## src/rtl/fault_test_pkg.sv

```systemverilog
// rtl/fault_test_pkg.sv - shared types and constants for the stuck-at fault test sequencer
package fault_test_pkg;

  typedef enum logic [1:0] {
    IDLE,
    SETTLE,
    CMP,
    FIN
  } state_t;

  localparam int DEF_N_IN       = 4;
  localparam int DEF_SETTLE_CYC = 1;

  // MISR polynomial x^16+x^12+x^3+x+1 expressed as the register taps 15,11,2,0
  localparam int                MISR_W    = 16;
  localparam logic [MISR_W-1:0] MISR_TAPS = 16'h8805;

endpackage

```

## src/rtl/fault_test_misr.sv

```systemverilog
// rtl/fault_test_misr.sv - 16-bit signature register folding {cut_z_f, cut_z} in each compare cycle
module fault_test_misr
  import fault_test_pkg::*;
(
  input  logic              clk,
  input  logic              rst_n,
  input  logic              clear,
  input  logic              update,
  input  logic [1:0]        din,
  output logic [MISR_W-1:0] signature
);

  logic feedback;

  assign feedback = ^(signature & MISR_TAPS);

  always_ff @(posedge clk or negedge rst_n) begin
    if (!rst_n) begin
      signature <= '0;
    end else if (clear) begin
      signature <= '0;
    end else if (update) begin
      signature <= {signature[MISR_W-2:0], feedback} ^ {{(MISR_W-2){1'b0}}, din};
    end
  end

endmodule

```

## src/rtl/fault_test_ctrl.sv

```systemverilog
// rtl/fault_test_ctrl.sv - exhaustive stuck-at fault test sequencer; FAULT_TEST_MISR_EN adds a response signature
module fault_test_ctrl
  import fault_test_pkg::*;
#(
  parameter int N_IN       = DEF_N_IN,
  parameter int SETTLE_CYC = DEF_SETTLE_CYC
) (
  input  logic            clk,
  input  logic            rst_n,
  input  logic            start,
  input  logic            abort,
  input  logic            cut_z,
  input  logic            cut_z_f,
  output logic [N_IN-1:0] pat,
  output logic            fault_inj,
  output logic            busy,
  output logic            done,
  output logic            detected,
  output logic [N_IN-1:0] first_det_pat,
  output logic [N_IN:0]   det_count
`ifdef FAULT_TEST_MISR_EN
  ,
  output logic [MISR_W-1:0] signature
`endif
);

  localparam int CW = (SETTLE_CYC > 1) ? $clog2(SETTLE_CYC) : 1;

  state_t        state;
  logic [CW-1:0] settle_cnt;
  logic          mismatch;

  assign mismatch = cut_z ^ cut_z_f;

  always_ff @(posedge clk or negedge rst_n) begin
    if (!rst_n) begin
      state         <= IDLE;
      settle_cnt    <= '0;
      pat           <= '0;
      fault_inj     <= 1'b0;
      busy          <= 1'b0;
      done          <= 1'b0;
      detected      <= 1'b0;
      first_det_pat <= '0;
      det_count     <= '0;
    end else begin
      done <= 1'b0;
      case (state)
        IDLE: begin
          if (start) begin
            pat           <= '0;
            det_count     <= '0;
            detected      <= 1'b0;
            first_det_pat <= '0;
            busy          <= 1'b1;
            fault_inj     <= 1'b1;
            settle_cnt    <= '0;
            state         <= SETTLE;
          end
        end
        SETTLE: begin
          settle_cnt <= settle_cnt + 1'b1;
          if (abort) begin
            busy      <= 1'b0;
            fault_inj <= 1'b0;
            state     <= IDLE;
          end else if (settle_cnt == CW'(SETTLE_CYC - 1)) begin
            state <= CMP;
          end
        end
        CMP: begin
          // A mismatch seen in the aborting cycle still counts toward the results
          if (mismatch) begin
            det_count <= det_count + 1'b1;
            if (!detected) first_det_pat <= pat;
            detected <= 1'b1;
          end
          if (abort) begin
            busy      <= 1'b0;
            fault_inj <= 1'b0;
            state     <= IDLE;
          end else if (pat == '1) begin
            done  <= 1'b1;
            state <= FIN;
          end else begin
            pat        <= pat + 1'b1;
            settle_cnt <= '0;
            state      <= SETTLE;
          end
        end
        FIN: begin
          busy      <= 1'b0;
          fault_inj <= 1'b0;
          state     <= IDLE;
        end
        default: state <= IDLE;
      endcase
    end
  end

`ifdef FAULT_TEST_MISR_EN
  fault_test_misr u_misr (
    .clk      (clk),
    .rst_n    (rst_n),
    .clear    ((state == IDLE) && start),
    .update   (state == CMP),
    .din      ({cut_z_f, cut_z}),
    .signature(signature)
  );
`endif

endmodule
```

## config.mk

```make
export PLATFORM = sky130hd
export DESIGN_NAME = fault_test_ctrl
export DESIGN_NICKNAME = d
export VERILOG_FILES = /design/src/rtl/fault_test_pkg.sv /design/src/rtl/fault_test_misr.sv /design/src/rtl/fault_test_ctrl.sv
export SDC_FILE = /design/constraint.sdc
export NUM_CORES = 1
export LEC_CHECK = 0
export ABC_AREA = 0
export ABC_CLOCK_PERIOD_IN_PS = 2140
export BUFFER_PORTS_ARGS = -buffer_cell sky130_fd_sc_hd__buf_2
export CORE_MARGIN = 1
export CORE_UTILIZATION = 40
export CTS_CLUSTER_DIAMETER = 120
export DETAILED_ROUTE_END_ITERATION = 10
export MAX_ROUTING_LAYER = met4
export PLACE_DENSITY = 0.66
export SETUP_SLACK_MARGIN = 0.5
export SYNTH_ARGS = -nofsm -noshare
export SYNTH_HDL_FRONTEND = slang
export SYNTH_SLANG_ARGS = --single-unit
```

## constraint.sdc

```tcl
create_clock -name clk -period 2.14 [get_ports clk]
set_input_delay 0.214 -clock clk [delete_from_list [all_inputs] [get_ports clk]]
set_output_delay 0.214 -clock clk [all_outputs]
set_load 0.05 [all_outputs]
```

---- Yosys cells after proc, flatten, opt, wreduce, memory -nomap -nowiden ----
Cells that the tools add are included.
Widths: inputs -> output; s select.
word-level totals
  input bits .............................. 6
  output and inout port bits .............. 17
  register bits ........................... 19
  logic and storage cells ................. 61
operators by class
  bitwise operators ....................... 1
  reductions and logical operators ........ 10
  add/subtract/negate cells ............... 3
  equal/unequal tests ..................... 11
  mux-type cells .......................... 28
operators with widths
  cell                 number
  $mux 4               5
  $pmux 4 s2           2
  $reduce_and 4->1     3
  $mux 2               5
  $mux 5               2
  $ne 2x2->1 const B   5
  $pmux 5 s2           1
  $mux 1               9
  $pmux 2 s4           1
  $pmux 1 s3           2
  $add 5x1->5 const B  1
  $add 4x1->4 const B  1
  $eq 2x2->1 const B   2
  $eq 4x4->1 const B   1
  $reduce_and 2->1     2
  $ne 3x3->1 const B   1
  $reduce_and 3->1     1
  $reduce_bool 3->1    1
  $eq 2x1->1 const B   1
  $logic_not 2->1      1
  $ne 2x1->1 const B   1
  $pmux 1 s2           1
  $reduce_bool 2->1    1
  $reduce_or 2->1      1
  other kinds (2)      2

---- Logic depth before layout (Yosys ltp) ----
Gate-level depths: netlist (run 1).
  word-level depth ........................ 4
  mapped depth ............................ 7
  mapped depth without buffers ............ 5

---- Worst setup path before layout (run 1) ----
OpenSTA, ideal clock, no wires.
  path kind ............................... reg2reg
  start ................................... register det_count[0]
  end ..................................... register det_count[4]
  data required time ...................... 2.070 ns
  arrival time ............................ 1.580 ns
  stages on the path, launching flop included .. 5
  library setup time ...................... 0.070 ns
  path buffers ............................ 0
  period minus slack after synthesis ...... 1.650 ns
  path slack .............................. 0.490 ns
  cell sequence ........................... dfrtp_1 ha_1 nand3_1 or4_1 nand3_1
between the ends
  cells in the longest elaborated chain, start to end .. 3
RTL lines
  what                    RTL line               source
  from (decl)             fault_test_ctrl.sv:20  output logic [N_IN:0] det_count
  from (signal assigned)  fault_test_ctrl.sv:74  det_count <= det_count + 1'b1;
  $add 5x1->5             fault_test_ctrl.sv:74
  $mux 5                  fault_test_ctrl.sv:73  if (mismatch) begin
  $pmux 5 s2              fault_test_ctrl.sv:48  case (state)
No other way between the ends. The select of a mux whose other input is x is not followed.
A chain may end at the register's enable or synchronous reset.

---- Final worst setup path (run 1) ----
  start ................................... register state[0]
  end ..................................... register det_count[3]
between the ends
  cells in the longest elaborated chain, start to end .. 3
  elaborated cells between the ends (all ways) .. 7
  classes of those cells .................. eq/ne: 3; mux: 1; reduce/logical: 3
RTL lines
  what                                                       RTL line               source
  from (decl)                                                fault_test_ctrl.sv:29  state_t state;
  from (signal assigned)                                     fault_test_ctrl.sv:37  state <= IDLE;
  from (signal assigned)                                     fault_test_ctrl.sv:58  state <= SETTLE;
  from (signal assigned)                                     fault_test_ctrl.sv:66  state <= IDLE;
  $eq 2x2->1 or $logic_not 2->1 (tied branches)              fault_test_ctrl.sv:48
  $ne 2x2->1 (no line) or $reduce_bool 2->1 (tied branches)  --
  $reduce_and 3->1 (no line)                                 --
Several ways; a longest one is shown, not always the timed one.

==> results of run 1 <==
what timing repair did:
item,4_1_cts,5_1_grt
setup buffers,0,1
hold buffers,1,0
hold endpoints to repair,19,0
gates resized for setup,4,4
endpoints found under the setup margin,5,10
layer usage:
layer | wire (microns) | vias to the layer above | track usage, % | part of all wire, %
li1 | - | 487 | - | -
met1 | 1130 | 484 | 25.04 | 48
met2 | 1085 | 29 | 30.92 | 46
met3 | 109 | 5 | 2.500 | 4.6
met4 | 39 | 0 | 7.692 | 1.6
met5 | 0 | - | - | 0
synthesized netlist by cell type, drive strengths merged:
cell type  number
o211ai          4
buf             4
mux2            3
nor2b           2
nand3b          1
nor2            5
xnor2           1
o21ai           5
ha              7
nand4b          2
inv             3
a21boi          1
a21o            1
nand2b          3
and4            1
dfrtp          19
o311ai          1
xor2            1
a31oi           1
nor3b           1
or4             2
and4b           1
nand2          22
nand3          12
a21oi           4
clkbuf          2
o31ai           1
o221ai          4
nand4           3
mux2i           3
critical path, stage by stage, from the launching register on:
cell	delay, ns
dfrtp_1	0.40
inv_2	0.08
ha_2	0.23
mux2i_4	0.20
or4_1	0.52
nand3_1	0.09
cells in the final DEF, fill, tap and decap left out, drive strengths merged, types with 4 or more instances in the layout:
cell type	instances
nand2	22
nor2	5
buf	27
o221ai	4
a21oi	4
o211ai	4
ha	7
dfrtp	19
o21ai	5
nand3	12
flip-flops by register name, summed over array words and instances (netlist names):
name           cells
pat                4
first_det_pat      4
busy               1
state              2
detected           1
settle_cnt         1
det_count          5
done               1
where the power goes:
group | leakage (nW) | switching, mW | total (mW) | internal (mW)
Combinational | 0.365 | 0.490 | 0.785 | 0.296
Sequential | 0.253 | 0.0550 | 0.478 | 0.423
Clock | 0.0177 | 0.120 | 0.190 | 0.0697
path summary, 6_finish.rpt:
| kind | endpoint | slack (ns) | cells past startpoint |
|---|---|---|---|
| max in group asynchronous | pat[1] | 1.46 | 2 |
| min in group asynchronous | pat[3] | 0.36 | 2 |
| hold reg to reg | first_det_pat[1] | 0.52 | 2 |
| setup / recovery | det_count[3] | 0.56 | 5 |
| setup reg to reg | det_count[3] | 0.56 | 5 |
| hold / removal | done | 0.18 | 2 |
area by class of cell:
| class | instances | area, sq um | area share [%] |
|---|---|---|---|
| Tap cell | 30 | 37.54 | 2.804 |
| Clock buffer | 3 | 22.52 | 1.682 |
| Multi-Input combinational cell | 92 | 625.6 | 46.73 |
| Timing Repair Buffer | 28 | 157.7 | 11.78 |
| Clock inverter | 1 | 5.005 | 0.3738 |
| Sequential cell | 19 | 479.2 | 35.79 |
| Inverter | 3 | 11.26 | 0.8411 |
cells by family (layout without fill, tap and decap cells):
kind of cell / Yosys count / count (layout) / share of synthesized area [%]
fa+ha+maj: 7 / 7 / 7.865
flops: 19 / 19 / 42.70
simple gates: 55 / 55 / 24.95
compound gates: 22 / 22 / 13.26
xor+xnor: 2 / 2 / 1.573
mux: 6 / 6 / 5.730
buf+inv: 9 / 35 / 3.932
==> results.cfg, run 1 <==
[critical_path]
cp.required_ns = 2.39
crit_arrival_ns = 1.82
r2r-start = state[0]
end_kind = flop
crit_type = flop to flop
cp_max_fo = 4
crit_path_start = state[0]
startpoint_type = flop

[cells_and_area]
antenna_cells = 0
stdcell_count = 176
nNetsFinal = 160
utilization_pct = 52.61
final_area_sq_um = 1339
drive_gt1_share_pct = 28.08
syn2layout_area_growth_pct = 20.22
num-fill-cells = 241

[cts]
clock_insertion_delay_worst_skew_ns = 0.30
htree_levels = 1
clk_pin_slew_ns = 0.12
cts.sinks = 19
clk_path_buf_depth = 2
clock-root-buffer = clkbuf_4
cts_buffers = 3
cts_tree = built

[yosys]
syn_nets = 133
synthTopCellsByArea = dfrtp_1, ha_1, nand2_1
synth.avg_cell_area_sq_um = 9.280
synth_seq_cells = 19
ys_warn_count = 0
synth_area_sq_um = 1114
synth_top_area_cell = dfrtp_1
ys_seq_area_share_pct = 42.70
syn_inst = 120
synth_top_area_share_pct = 42.70
synth_cell_types = 31

[flow_run]
maxCapViolations = 0

[timing]
finalSetupTns_ns = 0
hold_viol = 0
fin_ws_ns = 0.5643
finalSetupViolations = 0
whs_ns = 0.1847
slew_violations = 0
layout_min_cycle_time_ns = 1.576
max_freq_mhz = 634.6
tightest_slew_ns = 0.5415
slew_headroom_pct = 63.64
rsz0062_at_grt = false
clock_skew_ns = 0.005017
fin_crit_sh_pct = 73.63

[route]
dr.pass1.iters = 4
drt_first_iter_violations = 23
wl_microns = 2364
antenna_left = 0
drc_errors = 0
routedWlPerCell_microns = 13.43
vias = 1005
viasPerCell = 5.710

[grt]
grt_pass1_wl_microns = 4084
grt_max_degree = 20
antenna_found_initial = 0
grt.total_usage_pct = 19.54
grt_pass1_vias = 927
overflow = 0

[power_and_ir_drop]
power_mw = 1.453
ir_drop_v = 0.0009513
total_leakage_power_nw = 0.6355
p_per_area_nw_per_um2 = 1085

[worst_hold_path]
min_path_type = input pin to flop
holdCritStartpoint = abort

[outcome]
status = complete, no violations

[floorplanning]
io_pins = 23
core-area_sq_um = 2545
die_h_microns = 54.76
num_rows = 18
initial_core_util_pct = 43.76
die-area_sq_um = 2999
die_w_microns = 54.76

[placed_design]
portBuffers = 22
gp_congestion = 0.8173
place_ws_ns = 0.4220
placed_cell_area_sq_um = 1262
post-place-cells = 170
dp_hpwl_microns = 1777
No activity file was read; power rests on OpenSTA's default activity.
==> run 2: changes to the inputs <==
--- a/config.mk
+++ b/config.mk
@@ -6,7 +6,7 @@
 export NUM_CORES = 1
 export LEC_CHECK = 0
 export ABC_AREA = 0
-export ABC_CLOCK_PERIOD_IN_PS = 2140
+export ABC_CLOCK_PERIOD_IN_PS = 1600
 export BUFFER_PORTS_ARGS = -buffer_cell sky130_fd_sc_hd__buf_2
 export CORE_MARGIN = 1
 export CORE_UTILIZATION = 40
==> constraint.sdc (replaced) <==
create_clock -name clk -period 1.6 [get_ports clk]
set_input_delay 0.16 -clock clk [delete_from_list [all_inputs] [get_ports clk]]
set_output_delay 0.16 -clock clk [all_outputs]
set_load 0.05 [all_outputs]
==> results.cfg, run 2 (synthesis results as in run 1) <==
[cells_and_area]
reg.largest.list = det_count x5, first_det_pat x4, pat x4
drive_gt1_share_pct = 50.29
nNetsFinal = 185
num-fill-cells = 195
top_register = det_count
final_cell_mix = buf_4, nand2_1, dfrtp_1
antenna_cells = 0
mostFrequentLayoutCell = buf_4
largest_reg_flops = 5
syn2layout_area_growth_pct = 56.74

[critical_path]
end_kind = flop
crit_arrival_ns = 1.75
cp.required_ns = 1.83
cp_max_fo = 4
startpoint_type = flop
crit_type = flop to flop

[timing]
max_freq_mhz = 659.7
fin_crit_sh_pct = 94.74
tightest_slew_ns = 0.5799
slew_violations = 0
whs_ns = 0.1979
rsz0062_at_grt = true
hold_viol = 0
layout_min_cycle_time_ns = 1.516
clock_skew_ns = 0.001625
finalSetupViolations = 0
finalSetupTns_ns = 0
slew_headroom_pct = 61.06

[grt]
grt_pass1_vias = 970
antenna_found_initial = 0
grt_max_degree = 20
grt_pass1_wl_microns = 4505
overflow = 0
grt.total_usage_pct = 21.95

[power_and_ir_drop]
p_per_area_nw_per_um2 = 1466
ir_drop_v = 0.001653
total_leakage_power_nw = 0.7938

[placed_design]
dp_hpwl_microns = 1869
portBuffers = 22
gp_congestion = 0.8498

[route]
drt_first_iter_violations = 35
wl_microns = 2934
viasPerCell = 5.597
routedWlPerCell_microns = 14.60
antenna_left = 0
drc_errors = 0
dr.pass1.iters = 4
vias = 1125

[floorplanning]
core-area_sq_um = 2545
io_pins = 23
die_w_microns = 54.76
initial_core_util_pct = 43.76
die_h_microns = 54.76
die-area_sq_um = 2999
num_rows = 18

[cts]
clk_path_buf_depth = 2
clock_insertion_delay_worst_skew_ns = 0.29
htree_levels = 1
cts_buffers = 3
clk_pin_slew_ns = 0.11
cts_tree = built
cts.sinks = 19
clock-root-buffer = clkbuf_4

[outcome]
status = complete, no violations

[worst_hold_path]
min_path_type = input pin to flop

[flow_run]
maxCapViolations = 0
==> run 2: through the flow <==
step                      utilization (%)  worst slack [ns]  cells  power, mW  instance area, sq um
after detailed placement            54.08           0.04370    175      1.824                  1376
after global placement              54.08           0.04411    175      1.803                  1376
after global routing                68.58           0.02199    201      2.720                  1745
after CTS                           64.65           0.09647    195      2.447                  1645
after floorplan                         -            0.1627    120      1.556                  1200
final                               68.58           0.08419    201      2.558                  1745
==> run 2: path summary, 6_finish.rpt <==
check / start / end / slack, ns / cells after the start
setup reg to reg: state[1] / det_count[3] / 0.08 / 6
setup / recovery: state[1] / det_count[3] / 0.08 / 6
hold / removal: abort / done / 0.20 / 2
hold reg to reg: det_count[4] / det_count[4] / 0.57 / 2
max in group asynchronous: rst_n / det_count[1] / 0.93 / 2
min in group asynchronous: rst_n / first_det_pat[3] / 0.33 / 2
==> run 2: metal layers <==
metal  share of wire (%)  vias to the layer above  wire (microns)  track usage (%)
met5                   0                        -               0                -
met4                 1.9                        0              55            8.974
met3                 5.0                        6             146            2.500
met2                  47                       42            1374            33.13
met1                  46                      532            1359            29.54
li1                    -                      545               -                -
==> run 2: power by group <==
| part | internal (mW) | switching [mW] |
|---|---|---|
| combinational | 0.808 | 0.829 |
| sequential | 0.568 | 0.109 |
| clock | 0.0969 | 0.148 |
| total | 1.47 | 1.09 |
==> run 2: repair_timing <==
item / 4_1_cts / 5_1_grt
cloned: 1 / 0
setup endpoints to repair: 35 / 34
pin swaps: 9 / 7
resized for setup: 37 / 13
hold endpoints to repair: 19 / 0
setup buffers: 14 / 6
hold buffers: 1 / 0
==> run 2: final cells by class <==
| type | instances | area (sq um) | share of cell area [%] |
|---|---|---|---|
| Inverter | 3 | 11.26 | 0.6452 |
| Sequential cell | 19 | 483.0 | 27.67 |
| Clock buffer | 4 | 26.28 | 1.505 |
| Tap cell | 30 | 37.54 | 2.151 |
| Multi-Input combinational cell | 93 | 764.5 | 43.80 |
| Timing Repair Buffer | 52 | 422.9 | 24.23 |
==> run 2: critical path: stages (launching register included) <==
cell,delay (ns)
dfrtp_1,0.44
inv_2,0.07
ha_4,0.17
mux2i_2,0.14
buf_4,0.14
or4_1,0.41
nand3_1,0.09
==> run 3: changes to the inputs <==
--- a/config.mk
+++ b/config.mk
@@ -6,7 +6,6 @@
 export NUM_CORES = 1
 export LEC_CHECK = 0
 export ABC_AREA = 0
-export ABC_CLOCK_PERIOD_IN_PS = 1600
 export BUFFER_PORTS_ARGS = -buffer_cell sky130_fd_sc_hd__buf_2
 export CORE_MARGIN = 1
 export CORE_UTILIZATION = 40
==> constraint.sdc (replaced) <==
create_clock -name clk -period 1.3 [get_ports clk]
set_input_delay 0.13 -clock clk [delete_from_list [all_inputs] [get_ports clk]]
set_output_delay 0.13 -clock clk [all_outputs]
set_load 0.05 [all_outputs]
==> results.cfg, run 3 (synthesis results as in run 1) <==
[critical_path]
end_kind = flop
crit_chain = inv_2 > ha_4 > mux2i_2 > buf_6 > or4_4 > nand3_2
crit_arrival_ns = 1.80
r2r-start = state[1]
crit_type = flop to flop
cp_max_fo = 10
cp.required_ns = 1.54
cp_slowest_cell = dfrtp_1
max_stage_delay_ns = 0.44
startpoint_type = flop
crit_path_start = state[1]

[route]
wl_microns = 3396
vias = 1181
viasPerCell = 5.624
drc_errors = 0
wl_met3_microns = 108
wl_met2_microns = 1800
highest_layer = met4
wl_met1_microns = 1476
antenna_left = 0
routedWlPerCell_microns = 16.17
drt_first_iter_violations = 15
dr.pass1.iters = 4

[placed_design]
portBuffers = 22
place_ws_ns = -0.2670
gp_congestion = 0.8172
dp_hpwl_microns = 2032
placed_cell_area_sq_um = 1475

[floorplanning]
die_w_microns = 54.76
core-area_sq_um = 2545
die_h_microns = 54.76
io_pins = 23
num_rows = 18
initial_core_util_pct = 43.76
die-area_sq_um = 2999

[cells_and_area]
num-fill-cells = 170
mostFrequentLayoutCell = buf_4
multi_input_area_sq_um = 763.2
nNetsFinal = 194
antenna_cells = 0
largest_reg_flops = 5
seqCellArea_sq_um = 484.2
utilization_pct = 75.22
syn2layout_area_growth_pct = 71.91
final_area_sq_um = 1914
drive_gt1_share_pct = 54.44
top_register = det_count
final_cell_mix = buf_4, nand2_1, buf_6
reg.largest.list = det_count x5, first_det_pat x4, pat x4

[timing]
layout_min_cycle_time_ns = 1.556
slew_violations = 0
finalSetupViolations = 19
slew_headroom_pct = 58.33
tightest_slew_ns = 0.6206
rsz0062_at_grt = true
hold_viol = 0
max_freq_mhz = 642.8
clock_skew_ns = 0.005340
fin_crit_sh_pct = 119.7
fin_ws_ns = -0.2557

[cts]
cts_tree = built
cts.sinks = 19
clock_insertion_delay_worst_skew_ns = 0.30
clock-root-buffer = clkbuf_4
clk_pin_slew_ns = 0.12
cts_buffers = 3
clk_path_buf_depth = 2
htree_levels = 1

[worst_hold_path]
holdCritStartpoint = abort
min_path_type = input pin to flop

[grt]
overflow = 0
grt_pass1_vias = 1094
grt_pass1_wl_microns = 4954
antenna_found_initial = 0
grt.total_usage_pct = 23.65
grt_max_degree = 20

[power_and_ir_drop]
total_leakage_power_nw = 0.8699
power_mw = 3.353
p_per_area_nw_per_um2 = 1752
ir_drop_v = 0.001657

[outcome]
violations = setup timing
status = finished with violations

[flow_run]
maxCapViolations = 0
[run 3: changes by cell type in the layout (fill, tap and decap cells not counted), moves of 2 or more]
cell,delta
buf_4,-4
buf_6,+6
buf_8,+9
nand2_1,+2
nand2_2,-2
o21ai_0,+2
o21ai_1,-2
[run 3: worst max-delay path: cells and delay by family (launching register included)]
family / cells / cell delay (ns)
fa+ha+maj: 1 / 0.18
buf+inv: 2 / 0.22
flops: 1 / 0.44
mux: 1 / 0.16
simple gates: 2 / 0.50
[run 3: area by class of cell]
cell class                      instances  share of cell area (%)
Sequential cell                        19                   25.29
Clock inverter                          1                  0.2614
Tap cell                               30                   1.961
Inverter                                3                  0.5882
Multi-Input combinational cell         92                   39.87
Clock buffer                            3                   1.176
Timing Repair Buffer                   62                   30.85
[run 3: metal layers]
layer | vias up | global-route usage [%]
li1 | 553 | -
met1 | 596 | 29.75
met5 | - | -
met4 | 0 | 5.983
met3 | 2 | 2.778
met2 | 30 | 39.76
[run 3: stage by stage]
step | hold WS [ns] | setup TNS [ns] | cells
finish | 0.1593 | -3.020 | 210
global route | 0.1557 | -4.222 | 210
CTS | 0.1380 | -2.349 | 206
detailed placement | 0.1138 | -2.916 | 188
global placement | 0.1049 | -2.210 | 188
floorplan | -0.1656 | -1.341 | 120
[run 3: where the power goes]
part,switching (mW),internal (mW)
sequential,0.118,0.702
combinational,1.10,1.12
clock,0.200,0.114
total,1.42,1.94
[run 3: final timing paths]
check | end | slack, ns | cells past startpoint
setup reg to reg | det_count[4] | -0.26 | 6
max in group asynchronous | pat[0] | 0.67 | 2
setup / recovery | det_count[4] | -0.26 | 6
min in group asynchronous | det_count[3] | 0.29 | 2
hold reg to reg | settle_cnt | 0.56 | 1
hold / removal | done | 0.16 | 2
[run 3: what timing repair did]
item                       in CTS  in global routing
resized for setup              61                 12
hold endpoints to repair       19                  0
setup buffers                  13                  4
pin swaps                       9                  7
setup endpoints to repair      36                 36
hold buffers                    1                  0
